===== src/rtl/spi_bus_arbiter.sv =====
// Round-robin arbiter sharing one SPI byte-write master among NUM_REQ sequencers.
// A grant covers a whole sequence; a watchdog can force a hung owner off the bus.
module spi_bus_arbiter #(
   parameter int unsigned NUM_REQ  = 2,
   parameter int unsigned CTRL_W   = 16,
   parameter int unsigned DATA_W   = 8,
   parameter int unsigned GAP_CYC  = 4,
   parameter int unsigned HOLD_MAX = 0
) (
   input  logic                        sys_clk_i,
   input  logic                        rst_i,
   input  logic [NUM_REQ-1:0]          req_i,
   input  logic [NUM_REQ-1:0]          start_i,
   input  logic [NUM_REQ*CTRL_W-1:0]   ctrl_i,
   input  logic [NUM_REQ*DATA_W-1:0]   data_i,
   output logic [NUM_REQ-1:0]          busy_o,
   output logic [NUM_REQ-1:0]          gnt_o,
   output logic                        spi_start_o,
   output logic [CTRL_W-1:0]           spi_ctrl_o,
   output logic [DATA_W-1:0]           spi_data_o,
   input  logic                        spi_busy_i,
   output logic                        drop_o,
   output logic                        timeout_o
);

   localparam int unsigned IDX_W     = (NUM_REQ > 1) ? $clog2(NUM_REQ) : 1;
   localparam int unsigned GAP_LAST  = (GAP_CYC > 0) ? GAP_CYC - 1 : 0;
   localparam int unsigned GAP_W     = (GAP_LAST > 0) ? $clog2(GAP_LAST + 1) : 1;
   localparam int unsigned HOLD_W    = 24;
   localparam int unsigned HOLD_LAST = (HOLD_MAX > 0) ? HOLD_MAX - 1 : 0;

   typedef enum logic [1:0] {S_IDLE, S_GRANT, S_DRAIN, S_GAP} state_e;

   state_e              state_q;
   logic [IDX_W-1:0]    ptr_q;
   logic [IDX_W-1:0]    owner_q;
   logic [NUM_REQ-1:0]  gnt_q;
   logic                spi_start_q;
   logic [CTRL_W-1:0]   spi_ctrl_q;
   logic [DATA_W-1:0]   spi_data_q;
   logic                drop_q;
   logic                timeout_q;
   logic [GAP_W-1:0]    gap_cnt_q;
   logic [HOLD_W-1:0]   hold_cnt_q;

   logic                found_d;
   logic [IDX_W-1:0]    sel_d;
   logic [IDX_W-1:0]    cand_d;
   logic                own_req_d;
   logic                own_start_d;
   logic [CTRL_W-1:0]   own_ctrl_d;
   logic [DATA_W-1:0]   own_data_d;
   logic                fwd_d;
   logic                drop_d;

   // First requester at or above the pointer, wrapping around.
   always_comb begin
      found_d = 1'b0;
      sel_d   = '0;
      cand_d  = '0;
      for (int k = 0; k < int'(NUM_REQ); k++) begin
         cand_d = IDX_W'((int'(ptr_q) + k) % int'(NUM_REQ));
         for (int j = 0; j < int'(NUM_REQ); j++) begin
            if (!found_d && (cand_d == IDX_W'(j)) && req_i[j]) begin
               found_d = 1'b1;
               sel_d   = cand_d;
            end
         end
      end
   end

   // Owner's request lines and payload slices.
   always_comb begin
      own_req_d   = 1'b0;
      own_start_d = 1'b0;
      own_ctrl_d  = '0;
      own_data_d  = '0;
      for (int i = 0; i < int'(NUM_REQ); i++) begin
         if (owner_q == IDX_W'(i)) begin
            own_req_d   = req_i[i];
            own_start_d = start_i[i];
            own_ctrl_d  = ctrl_i[i*CTRL_W +: CTRL_W];
            own_data_d  = data_i[i*DATA_W +: DATA_W];
         end
      end
   end

   // Any start that is not forwarded this cycle is reported as dropped.
   assign fwd_d  = (state_q == S_GRANT) && own_start_d && !spi_busy_i && !spi_start_q;
   assign drop_d = |(start_i & ~(fwd_d ? gnt_q : '0));

   always_ff @(posedge sys_clk_i or posedge rst_i) begin
      if (rst_i) begin
         state_q     <= S_IDLE;
         ptr_q       <= '0;
         owner_q     <= '0;
         gnt_q       <= '0;
         spi_start_q <= 1'b0;
         spi_ctrl_q  <= '0;
         spi_data_q  <= '0;
         drop_q      <= 1'b0;
         timeout_q   <= 1'b0;
         gap_cnt_q   <= '0;
         hold_cnt_q  <= '0;
      end else begin
         spi_start_q <= fwd_d;
         drop_q      <= drop_d;
         timeout_q   <= 1'b0;
         if (fwd_d) begin
            spi_ctrl_q <= own_ctrl_d;
            spi_data_q <= own_data_d;
         end
         case (state_q)
            S_IDLE: begin
               if (found_d) begin
                  gnt_q      <= NUM_REQ'(1) << sel_d;
                  owner_q    <= sel_d;
                  hold_cnt_q <= '0;
                  state_q    <= S_GRANT;
               end
            end
            S_GRANT: begin
               if (!own_req_d) begin
                  state_q <= S_DRAIN;
               end else if (HOLD_MAX > 0) begin
                  if (hold_cnt_q == HOLD_W'(HOLD_LAST)) begin
                     timeout_q <= 1'b1;
                     state_q   <= S_DRAIN;
                  end else begin
                     hold_cnt_q <= hold_cnt_q + HOLD_W'(1);
                  end
               end
            end
            S_DRAIN: begin
               // Release only once the last forwarded byte has left the master.
               if (!spi_busy_i && !spi_start_q) begin
                  gnt_q     <= '0;
                  ptr_q     <= (owner_q == IDX_W'(NUM_REQ - 1)) ? '0 : owner_q + IDX_W'(1);
                  gap_cnt_q <= '0;
                  state_q   <= (GAP_CYC > 0) ? S_GAP : S_IDLE;
               end
            end
            S_GAP: begin
               if (gap_cnt_q == GAP_W'(GAP_LAST)) begin
                  state_q <= S_IDLE;
               end else begin
                  gap_cnt_q <= gap_cnt_q + GAP_W'(1);
               end
            end
            default: state_q <= S_IDLE;
         endcase
      end
   end

   // Non-owners always see busy; the owner sees the master plus a pending start.
   assign busy_o      = ~gnt_q | {NUM_REQ{spi_busy_i | spi_start_q}};
   assign gnt_o       = gnt_q;
   assign spi_start_o = spi_start_q;
   assign spi_ctrl_o  = spi_ctrl_q;
   assign spi_data_o  = spi_data_q;
   assign drop_o      = drop_q;
   assign timeout_o   = timeout_q;

endmodule


===== config.mk =====
export PLATFORM = sky130hd
export DESIGN_NAME = spi_bus_arbiter
export DESIGN_NICKNAME = d
export VERILOG_FILES = /design/src/rtl/spi_bus_arbiter.sv
export SDC_FILE = /design/constraint.sdc
export NUM_CORES = 1
export LEC_CHECK = 0
export ABC_AREA = 1
export CORE_MARGIN = 8
export CORE_UTILIZATION = 44
export DETAILED_ROUTE_END_ITERATION = 7
export PLACE_DENSITY_LB_ADDON = 0.15
export SLEW_MARGIN = 20
export SYNTH_ARGS = -nofsm -noshare
export SYNTH_HDL_FRONTEND = slang
export SYNTH_SLANG_ARGS = --single-unit

===== constraint.sdc =====
create_clock -name sys_clk_i -period 2 [get_ports sys_clk_i]
set_input_delay 0.4 -clock sys_clk_i [delete_from_list [all_inputs] [get_ports sys_clk_i]]
set_output_delay 0.4 -clock sys_clk_i [all_outputs]
set_load 0.01 [all_outputs]

==> impl_results.md, run 1 <==
- Outcome: finished, final reports clean
- Crit end category: output port
- Fmax: 511.4 MHz
- # IOs: 86
- Synthesis Warnings: 0
- TritonCTS buffer count: 5
- Critical Path Source: spi_busy_i
- Setup TNS: 0 ns
- Critical Path AT: 1.56 ns
- PD cells: 1266 nW/µm²
- Die X-Extent: 80.96 µm
- CTS Root Cell: clkbuf_8
- Leak: 1.477 nW
- Ys async rst share: 100.0%
- R2R cell count: 9
- Longest Clk Path Bufs: 2
- Unique cell type count in the Yosys netlist: 20
- Final Cell Area: 2815 µm²
- Hold WC Path Type: flop to flop
- CP max-delay cell: clkdlybuf4s50_1
- Critical path class: input port to output port
- Max FO, Critical Path: 3
- Crit-path leading delay family: buffers and inverters
- Hold WS: 0.4762 ns
- Die ar.: 6555 µm²
- Placed instance area: 2721 µm²
- Starting DRT DRC Count: 75
- CTS Sinks: 34
- RSZ-0062 raised after global routing: false
- Setup slack, reg-to-reg: 0.42 ns
- Antenna-violating nets left: 0
- Max_cap viols: 0
- WHS Path Cells: 2
- Tcrit/Tclk final: 97.76%
- Port buffer count: 84
- Reg2reg start: state_q[1]
- Placeable Area: 4029 µm²
- GRT Resource Usage Total: 16.20%
- Final Util: 69.88%
- Overall Power: 3.564 mW
- FF-to-FF End: drop_o
- Post-CTS Hold Buffers: 0
- WP data required: 1.60 ns
- Crit-path cells: clkdlybuf4s50_1 > nor2_2 > nand2_1 > clkdlybuf4s50_1
- Worst path max stage delay: 0.54 ns
- Final Net Count: 410
- Initial Util: 46.09%
- Wire per inst: 12.70 µm
- Via count: 1,864
- Row cnt: 23
- Pre-CTS setup slack: 0.03121 ns
- CTS tree: built
- # H-tree levels: 2
- Setup violators final: 0
- Gpl congestion: 0.7710
- Min-delay src: spi_ctrl_o[13]
- Crit path launch type: input port
- ANT cells: 0
- Largest net degree at the start of global routing: 35
- Layout cells sized above 1: 5.714%
- Post-Syn Nets: 324
- Seq/Total Area, Yosys: 45.82%
- DRC Markers: 0
- Vias in the first global route: 1,883
- Chip Height: 80.96 µm
- Crit path time final: 1.955 ns
- Slack of the critical path: 0.04477 ns
- Critical path buffer and inverter count: 2
- 1st-pass router iterations: 4
- Mapped Cells: 263
- Max VDD drop: 676.3 µV
- DP HPWL: 3911 µm
- CTS clk-pin slew, worst paths: 0.06 ns
- Overflow left after global routing: 0
- Initial antenna violation count: 0
- Count of final hold-check violations: 0
- DP Cell Count: 392
- Area growth from synthesis to layout: 51.62%
- Synth Cell Area: 1857 µm²
- Via density: 4.660
- Hold EP: spi_ctrl_o[13]
- Drt total wl: 5078 µm
- Ys flop type: dfrtp_1
- Clk_skew: 0.003140 ns
- Max-slew violations: 0
- Skew-Pair Late Insertion Delay: 0.28 ns
- EDFF count, synth: 0
- Fill count: 350
- First-pass GRT wire length: 8431 µm
- Post-synthesis register bit count: 34
- Fin cells: 400
- Avg Inst Size Synth: 7.060 µm²
- Most used cell, CP: clkdlybuf4s50_1
==> synth_stat cells (3+ instances only) <==
master   number  area [µm²]
nand3_1       7       35.03
buf_4         3       22.52
nand2_1     166       623.1
ha_1          6       75.07
nor2_1        8       30.03
buf_2         4       20.02
dfrtp_1      34       850.8
a21oi_1       3       15.01
buf_6         3       33.78
inv_1        13       48.80
o21ai_0       3       15.01
==> logic make-up (layout without fill, tap and decap cells) <==
family | count (synthesis) | after routing | synth area share, %
simple gates | 190 | 190 | 40.30
flops | 34 | 34 | 45.82
buf+inv | 25 | 112 | 7.682
compound gates | 7 | 7 | 1.954
fa+ha+maj | 6 | 6 | 4.043
other cells | 1 | 1 | 0.2020
==> final cells by class <==
type                            instances  area [µm²]  area share [%]
Timing Repair Buffer                   89       878.3           31.20
Inverter                               15       66.31           2.356
Clock buffer                            7       86.33           3.067
Multi-Input combinational cell        204       865.8           30.76
Clock inverter                          1       5.005          0.1778
Tap cell                               50       62.56           2.222
Sequential cell                        34       850.8           30.22
==> layer usage <==
layer | vias up | track usage [%] | routed length [µm]
met1 | 831 | 18.05 | 2079
met5 | - | 0 | 0
met4 | 0 | 6.071 | 76
li1 | 964 | - | -
met2 | 62 | 27.27 | 2391
met3 | 7 | 6.512 | 531
==> layout by cell type, fill, tap and decap left out, types with 2 or more instances in the layout <==
cell               n
nand2_1          166
clkdlybuf4s50_1   84
dfrtp_1           34
inv_1             13
nor2_1             7
nand3_1            7
ha_1               6
clkbuf_8           6
buf_4              5
o21ai_0            3
a21oi_1            3
inv_6              2
nand2_2            2
or2_2              2
nand4_1            2
==> worst max-delay path by stage <==
stage | end | slack, ns | depth (start not counted)
CTS | busy_o[0] | 0.02 | 4
floorplan | spi_ctrl_o[10] | 0.68 | 8
global route | busy_o[0] | 0.009 | 4
global placement | busy_o[0] | 0.08 | 4
finish | busy_o[0] | 0.04 | 4
detailed placement | busy_o[0] | 0.03 | 4
==> power breakdown <==
part	internal, mW	switching, mW	total, mW
clock	0.277	0.229	0.506
combinational	0.897	0.998	1.90
sequential	0.982	0.181	1.16
total	2.16	1.41	3.56
==> registers in the layout, indices dropped and copies added, names as in the netlist <==
name         flops
owner_q          1
spi_start_o      1
ptr_q            1
state_q          2
spi_data_o       8
gap_cnt_q        2
gnt_o            2
spi_ctrl_o      16
drop_o           1
==> timing repair <==
| item | 4_1_cts | 5_1_grt |
|---|---|---|
| buffers inserted | 0 | 0 |
| gates resized for setup | 0 | 1 |
| endpoints found under the setup margin | 0 | 2 |
==> worst reg2reg max path, stage by stage, from the launching register on <==
cell	delay [ns]
dfrtp_1	0.41
inv_1	0.11
ha_1	0.18
inv_1	0.05
nor2_1	0.19
nand2_4	0.16
inv_6	0.21
nand2_1	0.08
nand2_1	0.06
nand2_1	0.04
(Power assumes the default switching activity.)
==> run 2, diff against run 1 <==
--- a/config.mk
+++ b/config.mk
@@ -6,10 +6,12 @@
 export NUM_CORES = 1
 export LEC_CHECK = 0
 export ABC_AREA = 1
+export CORE_ASPECT_RATIO = 0.6
 export CORE_MARGIN = 8
 export CORE_UTILIZATION = 44
 export DETAILED_ROUTE_END_ITERATION = 7
 export PLACE_DENSITY_LB_ADDON = 0.15
+export SETUP_SLACK_MARGIN = 0.05
 export SLEW_MARGIN = 20
 export SYNTH_ARGS = -nofsm -noshare
 export SYNTH_HDL_FRONTEND = slang
==> run 2 against run 1 <==
  * Hold slack gained 0.0051 ns
  * Maximum frequency up 14%
  * Power is 0.36% higher
  * Global-route usage shrank 0.15 points
  * Routed wire length rose by 2.1%
  * Via count shrank 1.9%
  * Critical endpoint is now busy_o[1]
  * Largest cell class unchanged
==> impl_results.md, run 2 (synthesis results as in run 1) <==
- Outcome: finished, final reports clean (unchanged)
- DP HPWL: 3925 µm (was 3911 µm)
- ANT cells: 0 (unchanged)
- Worst slew pin tran: 0.5647 ns
- Total setup buffers inserted after CTS: 0 (unchanged)
- Starting DRT DRC Count: 44 (was 75)
- Fmax: 580.6 MHz (was 511.4 MHz)
- Critical Path Source: spi_busy_i (unchanged)
- Min-delay src: spi_data_o[6] (was spi_ctrl_o[13])
- Critical Path AT: 1.32 ns (was 1.56 ns)
- DP Cell Count: 401 (was 392)
- Die X-Extent: 99.87 µm (was 80.96 µm)
- Final Net Count: 409 (was 410)
- CTS Root Cell: clkbuf_8 (unchanged)
- Via density: 4.472 (was 4.660)
- WP data required: 1.60 ns (about the same)
- Reg2reg start: owner_q (was state_q[1])
- Fill count: 342 (was 350)
- Max-slew violations: 0 (unchanged)
- Final Cell Area: 2826 µm² (was 2815 µm²)
- Longest Clk Path Bufs: 2 (unchanged)
- # IOs: 86 (unchanged)
- Die ar.: 6623 µm² (was 6555 µm²)
- Initial Util: 45.55% (was 46.09%)
- Critical path class: input port to output port (unchanged)
- Port buffer count: 84 (unchanged)
- Highest Signal Layer: met4 (unchanged)
- Metal1 wirelength: 2372 µm (was 2079 µm)
- Placeable Area: 4076 µm² (was 4029 µm²)
- Row cnt: 18 (was 23)
- Via count: 1,829 (was 1,864)
- CTS Sinks: 34 (unchanged)
- Vias in the first global route: 1,764 (was 1,883)
- GRT Resource Usage Total: 16.05% (was 16.20%)
- Final Util: 69.34% (was 69.88%)
- Skew-Pair Late Insertion Delay: 0.28 ns (about the same)
- Hold WS: 0.4813 ns (was 0.4762 ns)
- # H-tree levels: 2 (unchanged)
- Seq. cell area: 850.8 µm² (unchanged)
- Drt total wl: 5184 µm (was 5078 µm)
- Setup violators final: 0 (unchanged)
- Crit path time final: 1.722 ns (was 1.955 ns)
- Max_cap viols: 0 (unchanged)
- PD cells: 1265 nW/µm² (was 1266 nW/µm²)
- RSZ-0062 raised after global routing: false (unchanged)
- Count of final hold-check violations: 0 (unchanged)
- Hold WC Path Type: flop to flop (unchanged)
- Chip Height: 66.32 µm (was 80.96 µm)
- Most frequent cells in the layout: nand2_1, clkdlybuf4s50_1, dfrtp_1 (unchanged)
- Initial antenna violation count: 0 (unchanged)
- Max VDD drop: 596.7 µV (was 676.3 µV)
- CTS tree: built (unchanged)
- Leak: 1.475 nW (was 1.477 nW)
- Met3 WL post-DR: 571 µm (was 531 µm)
- Wire per inst: 12.67 µm (was 12.70 µm)
- Crit path launch type: input port (unchanged)
- Antenna-violating nets left: 0 (unchanged)
- Clk_skew: 0.005905 ns (was 0.003140 ns)
- CP max-delay cell: clkdlybuf4s50_1 (unchanged)
- Largest net degree at the start of global routing: 35 (unchanged)
- Fin cells: 409 (was 400)
- Area growth from synthesis to layout: 52.22% (was 51.62%)
- First-pass GRT wire length: 8383 µm (was 8431 µm)
- 1st-pass router iterations: 4 (unchanged)
- Gpl congestion: 0.8286 (was 0.7710)
- Max_slew headroom: 62.35%
- Worst path max stage delay: 0.46 ns (was 0.54 ns)
- Crit end category: output port (unchanged)
- Overflow left after global routing: 0 (unchanged)
- Placed instance area: 2726 µm² (was 2721 µm²)
- Multi-input gate area: 870.8 µm² (was 865.8 µm²)
- Commonest non-fill, non-tap cell in the layout: nand2_1 (unchanged)
- TritonCTS buffer count: 5 (unchanged)
- Crit-path cells: clkdlybuf4s50_1 > nor2_4 > nand2_1 > dlygate4sd2_1 (was clkdlybuf4s50_1 > nor2_2 > nand2_1 > clkdlybuf4s50_1)
- Layout cells sized above 1: 5.444% (was 5.714%)
- Overall Power: 3.577 mW (was 3.564 mW)
- Met2 WL: 2192 µm (was 2391 µm)
- Max FO, Critical Path: 3 (unchanged)
- Max reg flops: 16 (unchanged)
- CTS clk-pin slew, worst paths: 0.07 ns (was 0.06 ns)
- Tcrit/Tclk final: 86.11% (was 97.76%)
- DRC Markers: 0 (unchanged)
-- run 2: cell count changes in the layout (fill, tap and decap cells not counted) --
cell	before	now
dlymetal6s2s_1	0	1
nor2_2	1	0
buf_4	5	4
clkdlybuf4s50_1	84	82
dlygate4sd2_1	0	1
nor2_4	0	1
-- run 2: worst max-delay path: cells and delay by family --
family / cells / cell delay (ns)
simple gates: 2 / 0.18
buf+inv: 2 / 0.74
-- run 2: final timing paths --
| kind | end | slack [ns] | cells past startpoint |
|---|---|---|---|
| max | busy_o[1] | 0.28 | 4 |
| min | spi_data_o[6] | 0.48 | 2 |
| max reg2reg | spi_ctrl_o[5] | 0.32 | 7 |
| min reg2reg | spi_data_o[6] | 0.48 | 2 |
| max in group asynchronous | state_q[0] | 1.20 | 3 |
| min in group asynchronous | spi_data_o[2] | 0.49 | 3 |
-- run 2: area by class of cell --
cell class | instances | share of cell area (%)
repair buffers | 88 | 30.85
multi-input cells | 204 | 30.81
clock inverters | 1 | 0.1771
flip-flops and latches | 34 | 30.10
clock buffers | 7 | 3.054
inverters | 15 | 2.346
well taps | 60 | 2.656
-- run 2: per-layer routing --
layer / GRT usage, % / up-vias
met1: 20.39 / 805
li1: - / 954
met3: 7.248 / 5
met2: 23.82 / 65
met5: 0 / -
met4: 5.056 / 0
-- run 2: timing repair --
action / in CTS / in global routing
hold buffers: 0 / 0
endpoints found under the setup margin: 2 / 1
gates resized for setup: 2 / 2
hold endpoints to repair: 0 / 0
-- run 2: power by group --
part / switching [mW] / total (mW) / internal [mW]
registers: 0.231 / 1.21 / 0.981
logic: 0.959 / 1.84 / 0.881
clock network: 0.247 / 0.525 / 0.278
total: 1.44 / 3.58 / 2.14
-- run 2: stage by stage --
step | worst slack [ns] | TNS [ns]
after floorplan | 0.6776 | 0
after global placement | 0.005067 | 0
after detailed placement | -0.001404 | -0.001404
after CTS | 0.05761 | 0
after global routing | 0.1742 | 0
final | 0.2777 | 0
